<file path="config.mk">
export PLATFORM = sky130hd
export DESIGN_NAME = ps2_host_tx_flat
export DESIGN_NICKNAME = d
export VERILOG_FILES = /design/src/rtl/ps2_pkg.sv /design/src/rtl/ps2_host_tx_if.sv /design/src/rtl/ps2_line_sync.sv /design/src/rtl/ps2_host_tx.sv /design/src/flat_wrapper.sv
export SDC_FILE = /design/constraint.sdc
export NUM_CORES = 1
export LEC_CHECK = 0
export CAP_MARGIN = 25
export CORE_MARGIN = 5
export CORE_UTILIZATION = 50
export CTS_CLUSTER_DIAMETER = 60
export DETAILED_ROUTE_END_ITERATION = 6
export PLACE_DENSITY = 0.7
export SLEW_MARGIN = 20
export SYNTH_ARGS = -nofsm -noshare
export SYNTH_HDL_FRONTEND = slang
export SYNTH_SLANG_ARGS = --single-unit
export TNS_END_PERCENT = 10
</file>
<file path="constraint.sdc">
create_clock -name clk -period 2.7 [get_ports clk]
set_input_delay 0.54 -clock clk [delete_from_list [all_inputs] [get_ports clk]]
set_output_delay 0.54 -clock clk [all_outputs]
set_load 0.02 [all_outputs]
</file>
<file path="src/rtl/ps2_pkg.sv">
// ps2_pkg: definitions shared by the PS/2 host transmit and receive paths.
//   tx_state_e   host transmitter FSM encoding
//   ERR_*        err_code values reported with the error pulse
//   CMD_*        common host-to-mouse command bytes
//   odd_parity   parity bit that makes the data byte plus parity contain an odd number of ones
package ps2_pkg;

   typedef enum logic [2:0] {
      ST_IDLE      = 3'd0,
      ST_INHIBIT   = 3'd1,
      ST_RTS       = 3'd2,
      ST_SHIFT     = 3'd3,
      ST_ACK       = 3'd4,
      ST_WAIT_IDLE = 3'd5
   } tx_state_e;

   localparam logic [1:0] ERR_NONE    = 2'b00;
   localparam logic [1:0] ERR_NOACK   = 2'b01;
   localparam logic [1:0] ERR_TIMEOUT = 2'b10;

   localparam logic [7:0] CMD_RESET  = 8'hFF;
   localparam logic [7:0] CMD_ENABLE = 8'hF4;

   function automatic logic odd_parity(input logic [7:0] data);
      return ~^data;
   endfunction

endpackage

</file>
<file path="src/rtl/ps2_host_tx_if.sv">
// ps2_host_tx_if: request/status bundle between a command source and ps2_host_tx.
//   tx_data/tx_valid   byte and request from the command source
//   tx_ready           transmitter idle, request will be taken
//   busy               transfer in progress (receive path should ignore the lines)
//   done/error         one-cycle completion pulses
//   err_code           cause of the last error, held between errors
// Modports: master = command source, slave = transmitter.
interface ps2_host_tx_if;

   logic [7:0] tx_data;
   logic       tx_valid;
   logic       tx_ready;
   logic       busy;
   logic       done;
   logic       error;
   logic [1:0] err_code;

   modport master (
      output tx_data, tx_valid,
      input  tx_ready, busy, done, error, err_code
   );

   modport slave (
      input  tx_data, tx_valid,
      output tx_ready, busy, done, error, err_code
   );

endinterface

</file>
<file path="src/rtl/ps2_line_sync.sv">
// ps2_line_sync: brings the raw PS/2 clock and data pins into the clk domain.
//   clk, rst_n          system clock, async active-low reset
//   clk_in, data_in     raw pin levels
//   clk_sync, data_sync two-flop synchronised levels
//   clk_fe, data_fe     high for one cycle when the synchronised level goes 1 -> 0
// Flops reset to 1 because idle open-drain lines float high; this keeps a
// reset from being seen as a falling edge.
module ps2_line_sync (
   input  logic clk,
   input  logic rst_n,
   input  logic clk_in,
   input  logic data_in,
   output logic clk_sync,
   output logic data_sync,
   output logic clk_fe,
   output logic data_fe
);

   // [0] metastability stage, [1] synchronised level, [2] previous synchronised level
   logic [2:0] clk_pipe_r;
   logic [2:0] data_pipe_r;

   // Shift both pins through the synchroniser and edge-history flops.
   always_ff @(posedge clk or negedge rst_n) begin
      if (!rst_n) begin
         clk_pipe_r  <= 3'b111;
         data_pipe_r <= 3'b111;
      end else begin
         clk_pipe_r  <= {clk_pipe_r[1:0], clk_in};
         data_pipe_r <= {data_pipe_r[1:0], data_in};
      end
   end

   assign clk_sync  = clk_pipe_r[1];
   assign data_sync = data_pipe_r[1];
   assign clk_fe    = clk_pipe_r[2] & ~clk_pipe_r[1];
   assign data_fe   = data_pipe_r[2] & ~data_pipe_r[1];

endmodule

</file>
<file path="src/rtl/ps2_host_tx.sv">
// ps2_host_tx: sends one command byte from the host to a PS/2 mouse.
//   clk, rst_n            system clock, async active-low reset (releases both lines at once)
//   tx_if (slave)         request/status bundle, see ps2_host_tx_if
//   ps2_clk_in/data_in    raw mouse_clk / mouse_data pin levels
//   ps2_*_drive_low       1 = pull the open-drain line low, 0 = release
// Sequence: hold clock low INHIBIT_CYCLES, pull data low (start bit), release
// clock, then on each device clock falling edge present d0..d7, parity, stop,
// and finally check the device's acknowledge bit.
// Optional feature: define PS2_TX_TIMEOUT_EN to abort any transfer that has not
// finished TIMEOUT_CYCLES after it was accepted (err_code ERR_TIMEOUT).
module ps2_host_tx
   import ps2_pkg::*;
#(
   parameter int unsigned INHIBIT_CYCLES = 5000,
   parameter int unsigned TIMEOUT_CYCLES = 750000,
   parameter int unsigned CNT_W          = 20
) (
   input  logic         clk,
   input  logic         rst_n,
   ps2_host_tx_if.slave tx_if,
   input  logic         ps2_clk_in,
   input  logic         ps2_data_in,
   output logic         ps2_clk_drive_low,
   output logic         ps2_data_drive_low
);

   // The counter stops at the larger limit so it can never wrap back into a compare value.
   localparam int unsigned     CNT_MAX      = (INHIBIT_CYCLES > TIMEOUT_CYCLES) ? INHIBIT_CYCLES : TIMEOUT_CYCLES;
   localparam logic [CNT_W-1:0] CNT_SAT      = CNT_W'(CNT_MAX);
   localparam logic [CNT_W-1:0] CNT_ZERO     = CNT_W'(32'd0);
   localparam logic [CNT_W-1:0] CNT_ONE      = CNT_W'(32'd1);
   localparam logic [CNT_W-1:0] CNT_INH_LAST = CNT_W'(INHIBIT_CYCLES - 32'd1);
   localparam logic [CNT_W-1:0] CNT_INH_PEN  = CNT_W'(INHIBIT_CYCLES - 32'd2);
`ifdef PS2_TX_TIMEOUT_EN
   localparam logic [CNT_W-1:0] CNT_TO_LAST  = CNT_W'(TIMEOUT_CYCLES - 32'd1);
`endif
   // With a one-cycle inhibit the start bit must already appear in the first inhibit cycle.
   localparam logic             INH_SINGLE   = (INHIBIT_CYCLES == 32'd1);

   logic clk_sync_s, data_sync_s, clk_fe_s;
   logic data_fe_unused_s;   // data edges are only consumed by the receive path

   tx_state_e        state_r, state_s;
   logic [CNT_W-1:0] cnt_r, cnt_s;
   logic [3:0]       bit_idx_r, bit_idx_s;
   logic [9:0]       frame_r, frame_s;      // {stop, parity, data[7:0]}, sent LSB first
   logic             clk_dl_r, clk_dl_s;
   logic             data_dl_r, data_dl_s;
   logic             busy_r, busy_s;
   logic             ready_r, ready_s;
   logic             done_r, done_s;
   logic             error_r, error_s;
   logic [1:0]       err_code_r, err_code_s;

   ps2_line_sync u_sync (
      .clk       (clk),
      .rst_n     (rst_n),
      .clk_in    (ps2_clk_in),
      .data_in   (ps2_data_in),
      .clk_sync  (clk_sync_s),
      .data_sync (data_sync_s),
      .clk_fe    (clk_fe_s),
      .data_fe   (data_fe_unused_s)
   );

   // State, counter, frame and all outputs are registered here.
   always_ff @(posedge clk or negedge rst_n) begin
      if (!rst_n) begin
         state_r    <= ST_IDLE;
         cnt_r      <= CNT_ZERO;
         bit_idx_r  <= 4'd0;
         frame_r    <= 10'd0;
         clk_dl_r   <= 1'b0;
         data_dl_r  <= 1'b0;
         busy_r     <= 1'b0;
         ready_r    <= 1'b1;
         done_r     <= 1'b0;
         error_r    <= 1'b0;
         err_code_r <= ERR_NONE;
      end else begin
         state_r    <= state_s;
         cnt_r      <= cnt_s;
         bit_idx_r  <= bit_idx_s;
         frame_r    <= frame_s;
         clk_dl_r   <= clk_dl_s;
         data_dl_r  <= data_dl_s;
         busy_r     <= busy_s;
         ready_r    <= ready_s;
         done_r     <= done_s;
         error_r    <= error_s;
         err_code_r <= err_code_s;
      end
   end

   // Next state and next values of the registered outputs.
   always_comb begin
      state_s    = state_r;
      bit_idx_s  = bit_idx_r;
      frame_s    = frame_r;
      clk_dl_s   = clk_dl_r;
      data_dl_s  = data_dl_r;
      busy_s     = busy_r;
      ready_s    = ready_r;
      done_s     = 1'b0;
      error_s    = 1'b0;
      err_code_s = err_code_r;
      if (cnt_r != CNT_SAT) begin
         cnt_s = cnt_r + CNT_ONE;
      end else begin
         cnt_s = cnt_r;
      end

      case (state_r)
         ST_IDLE: begin
            clk_dl_s  = 1'b0;
            data_dl_s = 1'b0;
            busy_s    = 1'b0;
            ready_s   = 1'b1;
            cnt_s     = CNT_ZERO;   // counts from the first inhibit cycle
            if (tx_if.tx_valid && ready_r) begin
               frame_s   = {1'b1, odd_parity(tx_if.tx_data), tx_if.tx_data};
               state_s   = ST_INHIBIT;
               clk_dl_s  = 1'b1;
               data_dl_s = INH_SINGLE;
               busy_s    = 1'b1;
               ready_s   = 1'b0;
            end else begin
               state_s = ST_IDLE;
            end
         end
         ST_INHIBIT: begin
            if (cnt_r == CNT_INH_LAST) begin
               state_s   = ST_RTS;
               clk_dl_s  = 1'b0;
               data_dl_s = 1'b1;
            end else begin
               clk_dl_s  = 1'b1;
               // Start bit lands on the last inhibit cycle.
               data_dl_s = (cnt_r == CNT_INH_PEN);
            end
         end
         ST_RTS: begin
            clk_dl_s = 1'b0;
            if (clk_fe_s) begin
               data_dl_s = ~frame_r[0];
               bit_idx_s = 4'd1;
               state_s   = ST_SHIFT;
            end else begin
               data_dl_s = 1'b1;
            end
         end
         ST_SHIFT: begin
            if (clk_fe_s) begin
               data_dl_s = ~frame_r[bit_idx_r];
               if (bit_idx_r == 4'd9) begin
                  state_s = ST_ACK;
               end else begin
                  bit_idx_s = bit_idx_r + 4'd1;
               end
            end else begin
               data_dl_s = data_dl_r;
            end
         end
         ST_ACK: begin
            if (clk_fe_s) begin
               if (data_sync_s == 1'b0) begin
                  state_s = ST_WAIT_IDLE;
               end else begin
                  state_s    = ST_IDLE;
                  error_s    = 1'b1;
                  err_code_s = ERR_NOACK;
                  clk_dl_s   = 1'b0;
                  data_dl_s  = 1'b0;
                  busy_s     = 1'b0;
                  ready_s    = 1'b0;
               end
            end else begin
               state_s = ST_ACK;
            end
         end
         ST_WAIT_IDLE: begin
            if (clk_sync_s && data_sync_s) begin
               state_s   = ST_IDLE;
               done_s    = 1'b1;
               clk_dl_s  = 1'b0;
               data_dl_s = 1'b0;
               busy_s    = 1'b0;
               ready_s   = 1'b0;
            end else begin
               state_s = ST_WAIT_IDLE;
            end
         end
         default: begin
            state_s   = ST_IDLE;
            clk_dl_s  = 1'b0;
            data_dl_s = 1'b0;
            busy_s    = 1'b0;
            ready_s   = 1'b0;
         end
      endcase

`ifdef PS2_TX_TIMEOUT_EN
      // Watchdog overrides whatever the state wanted, including a done in the same cycle.
      if ((state_r != ST_IDLE) && (cnt_r == CNT_TO_LAST)) begin
         state_s    = ST_IDLE;
         done_s     = 1'b0;
         error_s    = 1'b1;
         err_code_s = ERR_TIMEOUT;
         clk_dl_s   = 1'b0;
         data_dl_s  = 1'b0;
         busy_s     = 1'b0;
         ready_s    = 1'b0;
      end else begin
         err_code_s = err_code_s;
      end
`endif
   end

   assign tx_if.tx_ready     = ready_r;
   assign tx_if.busy         = busy_r;
   assign tx_if.done         = done_r;
   assign tx_if.error        = error_r;
   assign tx_if.err_code     = err_code_r;
   assign ps2_clk_drive_low  = clk_dl_r;
   assign ps2_data_drive_low = data_dl_r;

endmodule

</file>
<file path="src/flat_wrapper.sv">
// flat-port wrapper written by rule: the top's interface ports become plain ports
module ps2_host_tx_flat import ps2_pkg::*;
#(
   parameter int unsigned INHIBIT_CYCLES = 5000,
   parameter int unsigned TIMEOUT_CYCLES = 750000,
   parameter int unsigned CNT_W          = 20
)
  (clk, rst_n, ps2_clk_in, ps2_data_in, ps2_clk_drive_low, ps2_data_drive_low, tx_if_tx_data, tx_if_tx_valid, tx_if_tx_ready, tx_if_busy, tx_if_done, tx_if_error, tx_if_err_code);
  ps2_host_tx_if tx_if_i ();
  input  logic clk;
  input  logic rst_n;
  input  logic ps2_clk_in;
  input  logic ps2_data_in;
  output logic ps2_clk_drive_low;
  output logic ps2_data_drive_low;
  input wire logic [$bits(tx_if_i.tx_data)-1:0] tx_if_tx_data;
  input wire logic [$bits(tx_if_i.tx_valid)-1:0] tx_if_tx_valid;
  output wire logic [$bits(tx_if_i.tx_ready)-1:0] tx_if_tx_ready;
  output wire logic [$bits(tx_if_i.busy)-1:0] tx_if_busy;
  output wire logic [$bits(tx_if_i.done)-1:0] tx_if_done;
  output wire logic [$bits(tx_if_i.error)-1:0] tx_if_error;
  output wire logic [$bits(tx_if_i.err_code)-1:0] tx_if_err_code;
  assign tx_if_i.tx_data = tx_if_tx_data;
  assign tx_if_i.tx_valid = tx_if_tx_valid;
  assign tx_if_tx_ready = tx_if_i.tx_ready;
  assign tx_if_busy = tx_if_i.busy;
  assign tx_if_done = tx_if_i.done;
  assign tx_if_error = tx_if_i.error;
  assign tx_if_err_code = tx_if_i.err_code;
  ps2_host_tx #(.INHIBIT_CYCLES(INHIBIT_CYCLES), .TIMEOUT_CYCLES(TIMEOUT_CYCLES), .CNT_W(CNT_W)) u_core (.clk(clk), .rst_n(rst_n), .tx_if(tx_if_i), .ps2_clk_in(ps2_clk_in), .ps2_data_in(ps2_data_in), .ps2_clk_drive_low(ps2_clk_drive_low), .ps2_data_drive_low(ps2_data_drive_low));
endmodule
</file>
==> results of run 1 <==
==> stage by stage <==
step / worst slack, ns / hold slack [ns] / std cells / total power, mW
after CTS: 0.662 / 0.266 / 364 / 1.28
after global placement: 0.871 / 0.348 / 356 / 0.819
after global routing: 0.644 / 0.299 / 364 / 1.31
after detailed placement: 0.844 / 0.348 / 356 / 0.821
after floorplan: 1.01 / 0.244 / 275 / 0.782
final: 0.672 / 0.249 / 364 / 1.26
==> routing by layer <==
metal	GRT usage	up-vias	part of all wire
met2	0.259	61	0.44
met5	0	-	0
met4	0.0681	0	0.013
met1	0.283	1001	0.50
li1	-	1024	-
met3	0.0282	8	0.047
==> state kept, by name, summed over array words and instances, names as in the netlist, 2 cells and up <==
signal,flops
u_core.cnt_r,20
u_core.bit_idx_r,4
u_core.u_sync.data_pipe_r,2
u_core.state_r,3
u_core.u_sync.clk_pipe_r,3
u_core.frame_r,10
==> synth_stat cells, types with 2 or more instances <==
master    number
or2_2          2
and3b_1        2
o311ai_0       2
o31ai_1        3
mux2i_1        3
nor2_1        16
nor3_1         3
ha_1           5
or3_1          4
clkbuf_1       8
o21ai_0       11
and2_1         2
nand2b_1       6
xnor2_1       11
dfstp_2        6
nand3b_1       2
nor3b_1        4
nor4_1         5
nor2b_1        3
a21oi_1       11
o21a_1         3
dfrtp_1       43
a21o_1         2
inv_1         10
or4_1          5
xor2_1         5
o211ai_1       3
and3_1         7
nand4_1       11
o41ai_1        2
nand2_1       45
a311oi_1       2
nand3_1        8
==> kinds of logic after synthesis <==
family,share of synthesized area
and+or+nand+nor,0.266
muxes,0.0245
xor gates and xnor gates,0.0539
AOI/OAI and AO/OA,0.125
DFF,0.474
adders and majority gates,0.0241
buffers and inverters,0.0308
other,0.00144
==> report_power, final <==
part           internal, mW  leakage [nW]  switching, mW
Clock                 0.189        0.0452          0.261
Combinational        0.0290         0.596         0.0323
Sequential            0.740         0.639        0.00356
==> worst paths after layout <==
check,startpoint,end,depth (start not counted)
worst min register to register,u_core.u_sync.data_pipe_r[0],u_core.u_sync.data_pipe_r[1],0
worst min-delay path,rst_n,u_core.tx_if.error,1
worst max-delay path,u_core.tx_if.tx_ready,tx_if_tx_ready,1
worst max register to register,u_core.cnt_r[2],u_core.cnt_r[19],4
max in group asynchronous,rst_n,u_core.cnt_r[1],2
min in group clk,u_core.u_sync.data_pipe_r[0],u_core.u_sync.data_pipe_r[1],0
==> cell type report <==
class                      instances  area share
clock buffer                       5      0.0234
multi-input combinational        206       0.438
tap                               70      0.0298
sequential                        49       0.420
clock inverter                     3     0.00851
inverter                          10      0.0128
timing repair buffer              21      0.0681
==> impl_metrics.ini, run 1 <==
[cells_and_area]
multi_input_area_mm2 = 0.00129
layout_commonest_cell = nand2_1
final-seq-area_mm2 = 0.00123
drive_above_1_share = 0.0782
mostFrequentLayoutCells = nand2_1 (45), dfrtp_1 (43), clkdlybuf4s50_1 (18)
layout.nets = 311
areaGrowthSynthToFinish_pct = 13.0
fin_area_mm2 = 0.00294
fin_util = 0.579
fill_cells = 467
num_antenna_cells = 0

[synthesis]
netlist_area_mm2 = 0.00260
avgSynthCellArea_um2 = 9.45
yosys_most_used_dff = dfrtp_1
synth_top_area_cell = dfrtp_1
yosys.area.top_type_share = 0.414
synth.distinct_cells = 53
yosys-top-cells-area = dfrtp_1 (41%), nand2_1 (6.5%), dfstp_2 (6.1%), xnor2_1 (3.7%), nand4_1 (2.6%)
synth_edf_count = 0
ys_seq_area_frac = 0.474
synthArstFlopShare = 1.00
ys_ff_latch = 49
synth_warnings = 0
syn-num-nets = 293
syn_inst = 275

[sta]
tns_ns = 0
rsz0062_at_grt = no
period_minus_slack_ns = 2.03
finalMaxSlewViolations = 0
clock_skew_ns = 0.00965
hold_viol_final = 0
min_period_over_period = 0.751
tightest_slew_ns = 0.649
relSlewSlack = 0.568
max_freq_mhz = 493
setup_viol = 0

[global_route]
overflow = 0
antenna_found_initial = 0
grt_pass1_vias = 2000
grt.total_usage = 0.184
grt_max_degree = 31
grt_pass1_wl_mm = 9.61

[clock_network]
root_buffer = clkbuf_8
cts_resized = 0
post_cts_buffers = 0
clk-insertion-delay-late_ns = 0.31
htree_levels = 2
cts.path.max_buffers = 2
path_clk_slew_ns = 0.10
cts.sinks = 49
cts_hold_buf = 0
cts_buffers = 5
cts_tree = built

[critical_path]
start_kind = register
required_ns = 2.16
slowest_delay_ns = 0.61
crit_chain = clkdlybuf4s50_1
crit_family = buffers and inverters
r2r_slack_ns = 0.83
endpoint_kind = output port
path_buf_inv = 1
cp_max_fo = 4
arrival_ns = 1.49
path_class = reg -> out
critical_path.slowest_cell = clkdlybuf4s50_1

[power_and_ir_drop]
ir_drop_uv = 301
p_per_area_mw_per_mm2 = 427
p_leak_nw = 1.28

[floorplan]
floorplan.die_area_mm2 = 0.00674
die_h_um = 82.1
start_util = 0.512
core_mm2 = 0.00507
fp-row-count = 26
io_pins = 21
die_w_um = 82.1

[detailed_routing]
first_pass_iters = 4
routed_wl_mm = 5.46
vias = 2094
antenna_left = 0
drc = 0
wl_per_cell_um = 15.0
via_per_inst = 5.75
drtIter0Drc = 150

[place]
numPortBuffers = 19
placed_area_mm2 = 0.00285
place_congestion = 0.848
hpwl_mm = 4.02

[status]
outcome = finished, final reports clean

[run]
maxCapViolations = 0

[min_path]
worst_hold_path_type = in -> async
Power figures use the tool's default switching activity.
==> run 2: changes to the inputs <==
--- a/config.mk
+++ b/config.mk
@@ -10,7 +10,7 @@
 export CORE_UTILIZATION = 50
 export CTS_CLUSTER_DIAMETER = 60
 export DETAILED_ROUTE_END_ITERATION = 6
-export PLACE_DENSITY = 0.7
+export PLACE_DENSITY = 0.73
 export SLEW_MARGIN = 20
 export SYNTH_ARGS = -nofsm -noshare
 export SYNTH_HDL_FRONTEND = slang
==> constraint.sdc (replaced) <==
create_clock -name clk -period 1.8 [get_ports clk]
set_input_delay 0.36 -clock clk [delete_from_list [all_inputs] [get_ports clk]]
set_output_delay 0.36 -clock clk [all_outputs]
set_load 0.02 [all_outputs]
==> impl_metrics.ini, run 2 (synthesized netlist as in run 1, its figures left out) <==
[status]
outcome = finished, final reports clean

[sta]
min_period_over_period = 0.982
tightest_slew_ns = 0.517
tns_ns = 0
rsz0062_at_grt = yes
max_freq_mhz = 566
finalMaxSlewViolations = 0
hold-worst-slack_ns = 0.00640
hold_viol_final = 0
period_minus_slack_ns = 1.77
clock_skew_ns = 0.00287
setup_viol = 0
relSlewSlack = 0.654

[place]
numPortBuffers = 19
hpwl_mm = 4.12
dp_cells = 371
place_congestion = 0.846

[clock_network]
htree_levels = 2
clk-insertion-delay-late_ns = 0.30
cts_buffers = 5
post_cts_buffers = 0
cts_hold_buf = 0
path_clk_slew_ns = 0.09
root_buffer = clkbuf_8
cts_tree = built
cts.path.max_buffers = 2
cts.sinks = 49

[global_route]
grt_max_degree = 31
overflow = 0
antenna_found_initial = 0
grt_pass1_wl_mm = 9.46
grt_pass1_vias = 2002
grt.total_usage = 0.185

[power_and_ir_drop]
p_per_area_mw_per_mm2 = 643
p_leak_nw = 1.38
ir_drop_uv = 450

[floorplan]
die_h_um = 82.1
start_util = 0.512
core_mm2 = 0.00507
die_w_um = 82.1
io_pins = 21
fp-row-count = 26
floorplan.die_area_mm2 = 0.00674

[detailed_routing]
via_per_inst = 5.68
wl_met1_mm = 2.76
wl_met2_mm = 2.46
antenna_left = 0
vias = 2151
routed_wl_mm = 5.56
wl_met3_um = 266
drtIter0Drc = 257
first_pass_iters = 4
drc = 0
wl_per_cell_um = 14.7
route.top_layer_used = met4

[critical_path]
path_class = reg -> reg
cp_max_fo = 5
reg2reg_depth = 6
arrival_ns = 1.99
required_ns = 2.02
endpoint_kind = register
start_kind = register

[cells_and_area]
areaGrowthSynthToFinish_pct = 19.5
regMostFlops = u_core.cnt_r
num_antenna_cells = 0
drive_above_1_share = 0.146
layout_commonest_cell = nand2_1
fin_cells = 379
largest_reg_flops = 20
layout.nets = 326
mostFrequentLayoutCells = nand2_1 (45), dfrtp_1 (40), clkdlybuf4s50_1 (17)
top_regs = u_core.cnt_r (20), u_core.frame_r (10), u_core.bit_idx_r (4)

[run]
maxCapViolations = 0

[min_path]
worst_hold_path_type = in -> async
## run 2: cell count changes in the layout (fill, tap and decap cells not counted), sizes merged
cell           before  now
clkinv              0    1
inv                12   10
dlygate4sd2         0    1
bufinv              0    1
clkdlybuf4s50      18   17
buf                 3   18
## run 2: metal layers
layer	track usage	up-vias
met3	0.0380	7
met1	0.273	1036
li1	-	1055
met2	0.272	53
met4	0.0565	0
met5	0	-
## run 2: power breakdown
group	internal [mW]	switching, mW
logic	0.0478	0.0489
clock network	0.416	0.370
registers	1.11	0.00497
## run 2: cell type report
type | count | area [um2]
tap | 70 | 87.6
fill | 448 | 1970
clock buffer | 5 | 68.8
timing repair buffer | 36 | 324
clock inverter | 3 | 46.3
multi-input combinational | 206 | 1310
sequential | 49 | 1240
inverter | 10 | 37.5
## run 2: metrics by stage
step                instance area [um2]  total power [mW]  utilization  worst slack, ns
floorplan                          2600              1.17            -            0.114
global placement                   2970              1.23        0.585           0.0820
detailed placement                 2970              1.24        0.585           0.0201
CTS                                3090              2.02        0.608           0.0342
global route                       3110              2.08        0.612          -0.0201
finish                             3110              2.00        0.612           0.0324
## run 2: critical path, cell delays in order (launching register included)
cell       delay [ns]
dfrtp_2          0.45
inv_1            0.08
ha_1             0.13
nand4bb_1        0.09
or4_4            0.46
or3_1            0.32
a21oi_1          0.16
## run 2: final timing paths
check                                                  start                           end  slack [ns]
worst max register to register               u_core.cnt_r[1]               u_core.cnt_r[0]        0.03
min in group clk                u_core.u_sync.data_pipe_r[0]  u_core.u_sync.data_pipe_r[1]        0.36
worst min-delay path                                   rst_n              u_core.cnt_r[12]       0.006
worst min register to register  u_core.u_sync.data_pipe_r[0]  u_core.u_sync.data_pipe_r[1]        0.36
max in group asynchronous                              rst_n   u_core.u_sync.clk_pipe_r[2]        1.21
worst max-delay path                         u_core.cnt_r[1]               u_core.cnt_r[0]        0.03
## run 2: what timing repair did
action                                  4_1_cts  5_1_grt
pin swaps                                     0        0
endpoints found under the setup margin        2       13
gates resized for setup                       2        7
==> run 3: changes to the inputs <==
--- a/config.mk
+++ b/config.mk
@@ -9,6 +9,7 @@
 export CORE_MARGIN = 5
 export CORE_UTILIZATION = 50
 export CTS_CLUSTER_DIAMETER = 60
+export CTS_CLUSTER_SIZE = 25
 export DETAILED_ROUTE_END_ITERATION = 6
 export PLACE_DENSITY = 0.73
 export SLEW_MARGIN = 20
==> results of run 3 <==
No change in the layout: final DEF, timing and power equal those of run 2.
